[src/rtl/mmio_uart_tx.sv]
// Memory-mapped 8N1 UART transmitter with a byte FIFO, sitting beside RAM on the data port.
// A store to TX_ADDR queues data[7:0]; a load from STAT_ADDR returns
// {overflow, busy, full, empty}. The read data and hit flag are registered so they line up
// with the synchronous RAM read.
module mmio_uart_tx #(
    parameter int unsigned CLKS_PER_BIT = 868,
    parameter int unsigned FIFO_DEPTH   = 16,
    parameter logic [31:0] TX_ADDR      = 32'h0000_1000,
    parameter logic [31:0] STAT_ADDR    = 32'h0000_1004
) (
    input  logic        clock,
    input  logic        reset,
    input  logic        wren,
    input  logic [31:0] address_dmem,
    input  logic [31:0] data,
    input  logic [2:0]  access_type,
    output logic [31:0] q_mmio,
    output logic        mmio_hit,
    output logic        uart_tx,
    output logic        tx_busy
);

    localparam int unsigned PtrW  = (FIFO_DEPTH > 1) ? $clog2(FIFO_DEPTH) : 1;
    localparam int unsigned CntW  = PtrW + 1;
    localparam int unsigned BaudW = (CLKS_PER_BIT > 1) ? $clog2(CLKS_PER_BIT) : 1;
    localparam logic [BaudW-1:0] BaudLoad = BaudW'(CLKS_PER_BIT - 1);
    localparam logic [CntW-1:0]  CntFull  = CntW'(FIFO_DEPTH);

    typedef enum logic [1:0] {StIdle, StStart, StData, StStop} state_e;

    state_e            state_q, state_d;
    logic [BaudW-1:0]  baud_q, baud_d;
    logic [2:0]        bit_idx_q, bit_idx_d;
    logic [7:0]        shift_q, shift_d;
    logic              tx_q, tx_d;

    logic [7:0]        mem_q [FIFO_DEPTH];
    logic [PtrW-1:0]   wr_ptr_q, wr_ptr_d;
    logic [PtrW-1:0]   rd_ptr_q, rd_ptr_d;
    logic [CntW-1:0]   count_q, count_d;
    logic              ovf_q, ovf_d;

    logic [31:0]       q_mmio_q, q_mmio_d;
    logic              hit_q, hit_d;

    logic              is_tx, is_stat;
    logic              full, empty, busy;
    logic              pop, push_req, push_ok, push_rej, ovf_clr;

    // Size is irrelevant: every store to TX_ADDR pushes the low byte.
    logic              unused_inputs;
    assign unused_inputs = ^{access_type, data[31:8]};

    assign is_tx    = (address_dmem == TX_ADDR);
    assign is_stat  = (address_dmem == STAT_ADDR);
    assign full     = (count_q == CntFull);
    assign empty    = (count_q == '0);
    assign busy     = (state_q != StIdle) || !empty;

    // A push into a full FIFO is still accepted when the FSM frees a slot on the same edge.
    assign push_req = wren && is_tx;
    assign push_ok  = push_req && (!full || pop);
    assign push_rej = push_req && !push_ok;
    assign ovf_clr  = wren && is_stat && data[2];

    // FIFO pointers, occupancy and sticky overflow.
    always_comb begin
        wr_ptr_d = wr_ptr_q;
        rd_ptr_d = rd_ptr_q;
        count_d  = count_q;
        ovf_d    = ovf_q;
        if (push_ok) wr_ptr_d = wr_ptr_q + 1'b1;
        if (pop)     rd_ptr_d = rd_ptr_q + 1'b1;
        unique case ({push_ok, pop})
            2'b10:   count_d = count_q + 1'b1;
            2'b01:   count_d = count_q - 1'b1;
            default: count_d = count_q;
        endcase
        if (ovf_clr)  ovf_d = 1'b0;
        // Set wins over a coincident clear.
        if (push_rej) ovf_d = 1'b1;
    end

    // Registered read path; status reflects state before this edge.
    always_comb begin
        hit_d    = is_tx || is_stat;
        q_mmio_d = is_stat ? {28'b0, ovf_q, busy, full, empty} : 32'b0;
    end

    // FIFO storage; contents need no reset since count/pointers qualify them.
    always_ff @(posedge clock) begin
        if (push_ok) mem_q[wr_ptr_q] <= data[7:0];
    end

    // FIFO control, overflow flag and MMIO read registers.
    always_ff @(posedge clock or negedge reset) begin
        if (!reset) begin
            wr_ptr_q <= '0;
            rd_ptr_q <= '0;
            count_q  <= '0;
            ovf_q    <= 1'b0;
            hit_q    <= 1'b0;
            q_mmio_q <= 32'b0;
        end else begin
            wr_ptr_q <= wr_ptr_d;
            rd_ptr_q <= rd_ptr_d;
            count_q  <= count_d;
            ovf_q    <= ovf_d;
            hit_q    <= hit_d;
            q_mmio_q <= q_mmio_d;
        end
    end

    // Transmitter state register.
    always_ff @(posedge clock or negedge reset) begin
        if (!reset) begin
            state_q   <= StIdle;
            baud_q    <= '0;
            bit_idx_q <= '0;
            shift_q   <= '0;
            tx_q      <= 1'b1;
        end else begin
            state_q   <= state_d;
            baud_q    <= baud_d;
            bit_idx_q <= bit_idx_d;
            shift_q   <= shift_d;
            tx_q      <= tx_d;
        end
    end

    // Transmitter next state; STOP chains straight into START when more bytes are queued.
    always_comb begin
        state_d   = state_q;
        baud_d    = baud_q;
        bit_idx_d = bit_idx_q;
        shift_d   = shift_q;
        pop       = 1'b0;
        unique case (state_q)
            StIdle: begin
                if (!empty) begin
                    pop     = 1'b1;
                    shift_d = mem_q[rd_ptr_q];
                    baud_d  = BaudLoad;
                    state_d = StStart;
                end
            end
            StStart: begin
                if (baud_q == '0) begin
                    baud_d    = BaudLoad;
                    bit_idx_d = 3'd0;
                    state_d   = StData;
                end else begin
                    baud_d = baud_q - 1'b1;
                end
            end
            StData: begin
                if (baud_q == '0) begin
                    baud_d  = BaudLoad;
                    shift_d = {1'b0, shift_q[7:1]};
                    if (bit_idx_q == 3'd7) begin
                        state_d = StStop;
                    end else begin
                        bit_idx_d = bit_idx_q + 3'd1;
                    end
                end else begin
                    baud_d = baud_q - 1'b1;
                end
            end
            StStop: begin
                if (baud_q == '0) begin
                    if (!empty) begin
                        pop     = 1'b1;
                        shift_d = mem_q[rd_ptr_q];
                        baud_d  = BaudLoad;
                        state_d = StStart;
                    end else begin
                        state_d = StIdle;
                    end
                end else begin
                    baud_d = baud_q - 1'b1;
                end
            end
            default: state_d = StIdle;
        endcase
    end

    // Line level for the upcoming state, so uart_tx comes straight from a flop.
    always_comb begin
        tx_d = 1'b1;
        unique case (state_d)
            StStart: tx_d = 1'b0;
            StData:  tx_d = shift_d[0];
            default: tx_d = 1'b1;
        endcase
    end

    assign uart_tx  = tx_q;
    assign tx_busy  = busy;
    assign q_mmio   = q_mmio_q;
    assign mmio_hit = hit_q;

endmodule

[config.mk]
export PLATFORM = sky130hd
export DESIGN_NAME = mmio_uart_tx
export DESIGN_NICKNAME = d
export VERILOG_FILES = /design/src/rtl/mmio_uart_tx.sv
export SDC_FILE = /design/constraint.sdc
export NUM_CORES = 1
export LEC_CHECK = 0
export ABC_AREA = 0
export CAP_MARGIN = 15
export CORE_UTILIZATION = 44
export DETAILED_ROUTE_END_ITERATION = 6
export PLACE_DENSITY = 0.62
export SLEW_MARGIN = 10
export SYNTH_ARGS = -nofsm -noshare
export SYNTH_HDL_FRONTEND = slang
export SYNTH_SLANG_ARGS = --single-unit
[constraint.sdc]
create_clock -name clock -period 6.11 [get_ports clock]
set_clock_uncertainty 0.05 [all_clocks]
set_input_delay 0.9165 -clock clock [delete_from_list [all_inputs] [get_ports clock]]
set_output_delay 0.9165 -clock clock [all_outputs]
set_load 0.005 [all_outputs]
==> results.md <==
* Startpoint-to-endpoint class of the critical path: in -> reg
* First-pass GRT wire length at 24.0 mm
* Count of endpoints failing hold in the final timing report at 0
* Number of top-level pins at 105
* Area grow syn2layout at 15.1%
* Reported max-cap violation count at 0
* Number of distinct library cell variants in the gate-level netlist after synthesis at 61
* Post-layout net count at 635
* Post-cts gate resize count at 0
* Die Y-Extent at 135 µm
* FF-to-FF setup slack at 2.93 ns
* Number of levels the H-tree was split into at 4
* # DRC at 0
* Number of buffers inserted by post-CTS setup repair at 0
* Crit path time final at 3.32 ns
* Max-Slew Margin vs Limit at 0.320
* Hold path start: shift_q[7]$_DFFE_PN0P_
* Max-slew violation total from the final report at 0
* Count of endpoints failing setup in the final report at 0
* Share of flip-flops with an asynchronous set or reset at 0.251
* Most common library cell in the layout ignoring fill and taps: edfxtp_1
* Critical-path cell with the highest stage delay: or4_4
* Setup repair after global routing missed its margin: false
* Detailed router's first-iteration violation count at 235
* Hold Crit Depth at 2
* Mean Syn Cell Area at roughly 16 µm²
* Primary flip-flop cell chosen by synthesis mapping: edfxtp_1
* Yosys top cell area share at 0.494
* Number of storage elements in the synthesis netlist at 171
* Top fanout value on the critical path at 5
* Maximum frequency from static timing analysis at 302 MHz
* Initial antenna violation count at 1
* CTS root buf: clkbuf_16
* Worst skew pair latency at roughly 0.43 ns
* Clock tree from TritonCTS: yes
* Sequential fraction of design power at 0.529
* Total number of yosys warnings at 0
* Number of optimization iterations in the first detailed-route pass at 4
* Proportion of layout cells with a drive suffix above 1 at 0.155
* Capturing element type of the critical path: flip-flop
* Biggest area contributors in the synthesized netlist: edfxtp_1, dfrtp_1, mux4_2
* Required arrival time at the worst endpoint at 6.40 ns
* Post-CTS Hold Fix Bufs at 0
* Pwr/cell area at 264 nW/µm²
* Power spent charging and discharging nets at 539 µW
* Row cnt at 48
* Synth Cell Area at 7790 µm²
* Share of the yosys chip area belonging to registers at 0.632
* Buffer depth of the longest clock path at 2
* Die area at 18,200 µm²
* Gp weighted congestion at between 0.7 and 0.8
* End of the worst hold path: shift_q[7]$_DFFE_PN0P_
* Leading area contributor after synthesis: edfxtp_1
* Remaining antenna violation count after routing at 0
* Maximum number of pins on one net before global-route repair at 44
* Count of input and output buffers at slightly below 50
* Maximum cell stage delay along the critical path at 0.48 ns
* Part of the total power dissipated in the clock network at 0.450
* Transition time of the tightest slew-check pin at between 1 and 1.5 ns
* Register cell area after layout at 4920 µm²
* Switching portion of total power at 0.228
* Setup WS post-layout at 2.79 ns
* Wirelength per Cell at 19.1 µm
* Total area of multi-input combinational cells at between 2000 and 3000 µm²
* DR vias/cell at 5.39
* Vias in the first global route at ~4,400
* Length in cells of the worst reg-to-reg path at 12
* Synthesized netlist cell count at 496
* Via total after detailed routing at 4,245
* Total negative slack at 0 ns
* Critical Path Source Type: primary input
* Worst IR Drop VDD at 0.267 mV
* Area of the placeable core at 17,300 µm²
* Status: complete, no violations
* Initial Util at 0.450
* Detailed placer's ending HPWL at 9.87 mm
* Critical Path AT at approximately 3.6 ns
* Leading cell types in the layout, fill and taps excluded: edfxtp_1, clkdlybuf4s50_1, dfrtp_1
* Overall routing resource usage at 0.180
* Hold WC Path Type: reg -> reg
* Power share of the combinational group at 0.021
* Total clock buffers created by CTS at 17
* CTS sink cnt at roughly 170
* Cell leakage power at 0.00322 µW
* Number of fill cells at 1,414
* Clock slew at reported path FFs at 0.07 ns
* Endpoint of the worst register-to-register path: count_q[3]$_DFFE_PN0P_
* Internal Power at 1820 µW
* X dimension of the die at 135 µm
* Worst R2R Start: baud_q[0]$_DFF_PN0_
* Worst slack, placed at 2.37 ns
* Number of enable flip-flop cells after synthesis at 128
* Crit share post-route at 0.543
* Ordered cell list for the critical path: clkdlybuf4s50_1 > nor4_1 > nand4_1 > or4_4 > nand2_2 > inv_2 > ha_1 > a21o_1 > a21oi_1 > mux2i_1 > xnor2_1
* Total detailed-routing wirelength at around 15 mm
* Congestion Overflow GR at 0
==> synthesized netlist by cell type (5+ instances only) <==
master	n
nor4_1	5
ha_1	16
mux4_1	9
xnor2_1	9
mux2i_1	11
edfxtp_1	128
a21o_1	5
clkbuf_1	11
nor2_1	22
buf_4	30
a21oi_1	20
nand2_1	19
mux4_2	25
inv_1	15
o21ai_0	17
nor2b_1	7
and2_1	18
nor3_1	5
a211oi_1	9
dfrtp_1	42
a221o_1	6
==> power by group through the flow <==
| stage | clock network, µW | registers, µW | logic (µW) |
|---|---|---|---|
| 4_1_cts | 1080 | 1250 | 50.8 |
| 6_report | 1060 | 1250 | 50.5 |
| 3_5_place_dp | 0 | 1270 | 50.7 |
| 5_1_grt | 1130 | 1250 | 56.4 |
| 3_3_place_gp | 0 | 1270 | 48.5 |
| 2_1_floorplan | 0 | 1270 | 18.5 |
==> final cells by class <==
class,count,share of cell area
diodes,1,0.000279
clock inverters,15,0.0190
flip-flops and latches,171,0.549
well taps,225,0.0314
inverters,16,0.00670
clock buffers,17,0.0475
repair buffers,52,0.0567
multi-input cells,290,0.289
==> sequential cells by signal, summed over array words and instances (netlist names) <==
name	count
baud_q	10
bit_idx_q	3
count_q	5
mem_q	128
mmio_hit	1
ovf_q	1
q_mmio	4
rd_ptr_q	4
shift_q	8
state_q	2
uart_tx	1
wr_ptr_q	4
==> cell families after synthesis <==
| group | synth area share |
|---|---|
| DFF | 0.632 |
| and+or+nand+nor | 0.0880 |
| AOI/OAI and AO/OA | 0.0672 |
| buffers and inverters | 0.0479 |
| muxes | 0.125 |
| adders and majority gates | 0.0283 |
| xor gates and xnor gates | 0.0112 |
| other | 0.000482 |
==> how the worst max path moves through the flow <==
stage,start,endpoint,slack (ns),cells after the start
final,address_dmem[18],count_q[4]$_DFFE_PN0P_,2.79,11
after CTS,address_dmem[18],count_q[4]$_DFFE_PN0P_,2.79,11
after floorplan,address_dmem[13],count_q[4]$_DFFE_PN0P_,3.02,10
after global placement,address_dmem[18],count_q[4]$_DFFE_PN0P_,2.44,11
after detailed placement,address_dmem[18],count_q[3]$_DFFE_PN0P_,2.37,11
after global routing,address_dmem[18],count_q[4]$_DFFE_PN0P_,2.55,11
==> per-stage QoR <==
stage / hold slack [ns] / power, µW / std cells / utilization / cell area [µm²]
3_3_place_gp: 0.424 / 1320 / 754 / 0.484 / 8370
6_report: 0.443 / 2360 / 787 / 0.518 / 8960
3_5_place_dp: 0.432 / 1330 / 754 / 0.484 / 8370
4_1_cts: 0.447 / 2380 / 786 / 0.518 / 8960
5_1_grt: 0.480 / 2440 / 787 / 0.518 / 8960
2_1_floorplan: 0.400 / 1290 / 523 / - / 7890
==> per-layer routing <==
metal | track usage | wire, µm | vias to the layer above | share of wire
met3 | 0.0394 | 409 | 11 | 0.027
li1 | - | - | 1973 | -
met2 | 0.310 | 7910 | 71 | 0.53
met4 | 0.0630 | 146 | 0 | 0.0097
met5 | 0 | 0 | - | 0
met1 | 0.224 | 6580 | 2190 | 0.44
==> worst max-delay path, delay by kind of cell <==
kind	cells	cell delay [ns]
AOI/OAI and AO/OA	2	0.33
adders and majority gates	1	0.33
muxes	1	0.23
xor gates and xnor gates	1	0.15
buffers and inverters	2	0.48
and+or+nand+nor	4	1.16
Note: power is estimated with default switching activity, not from simulation.
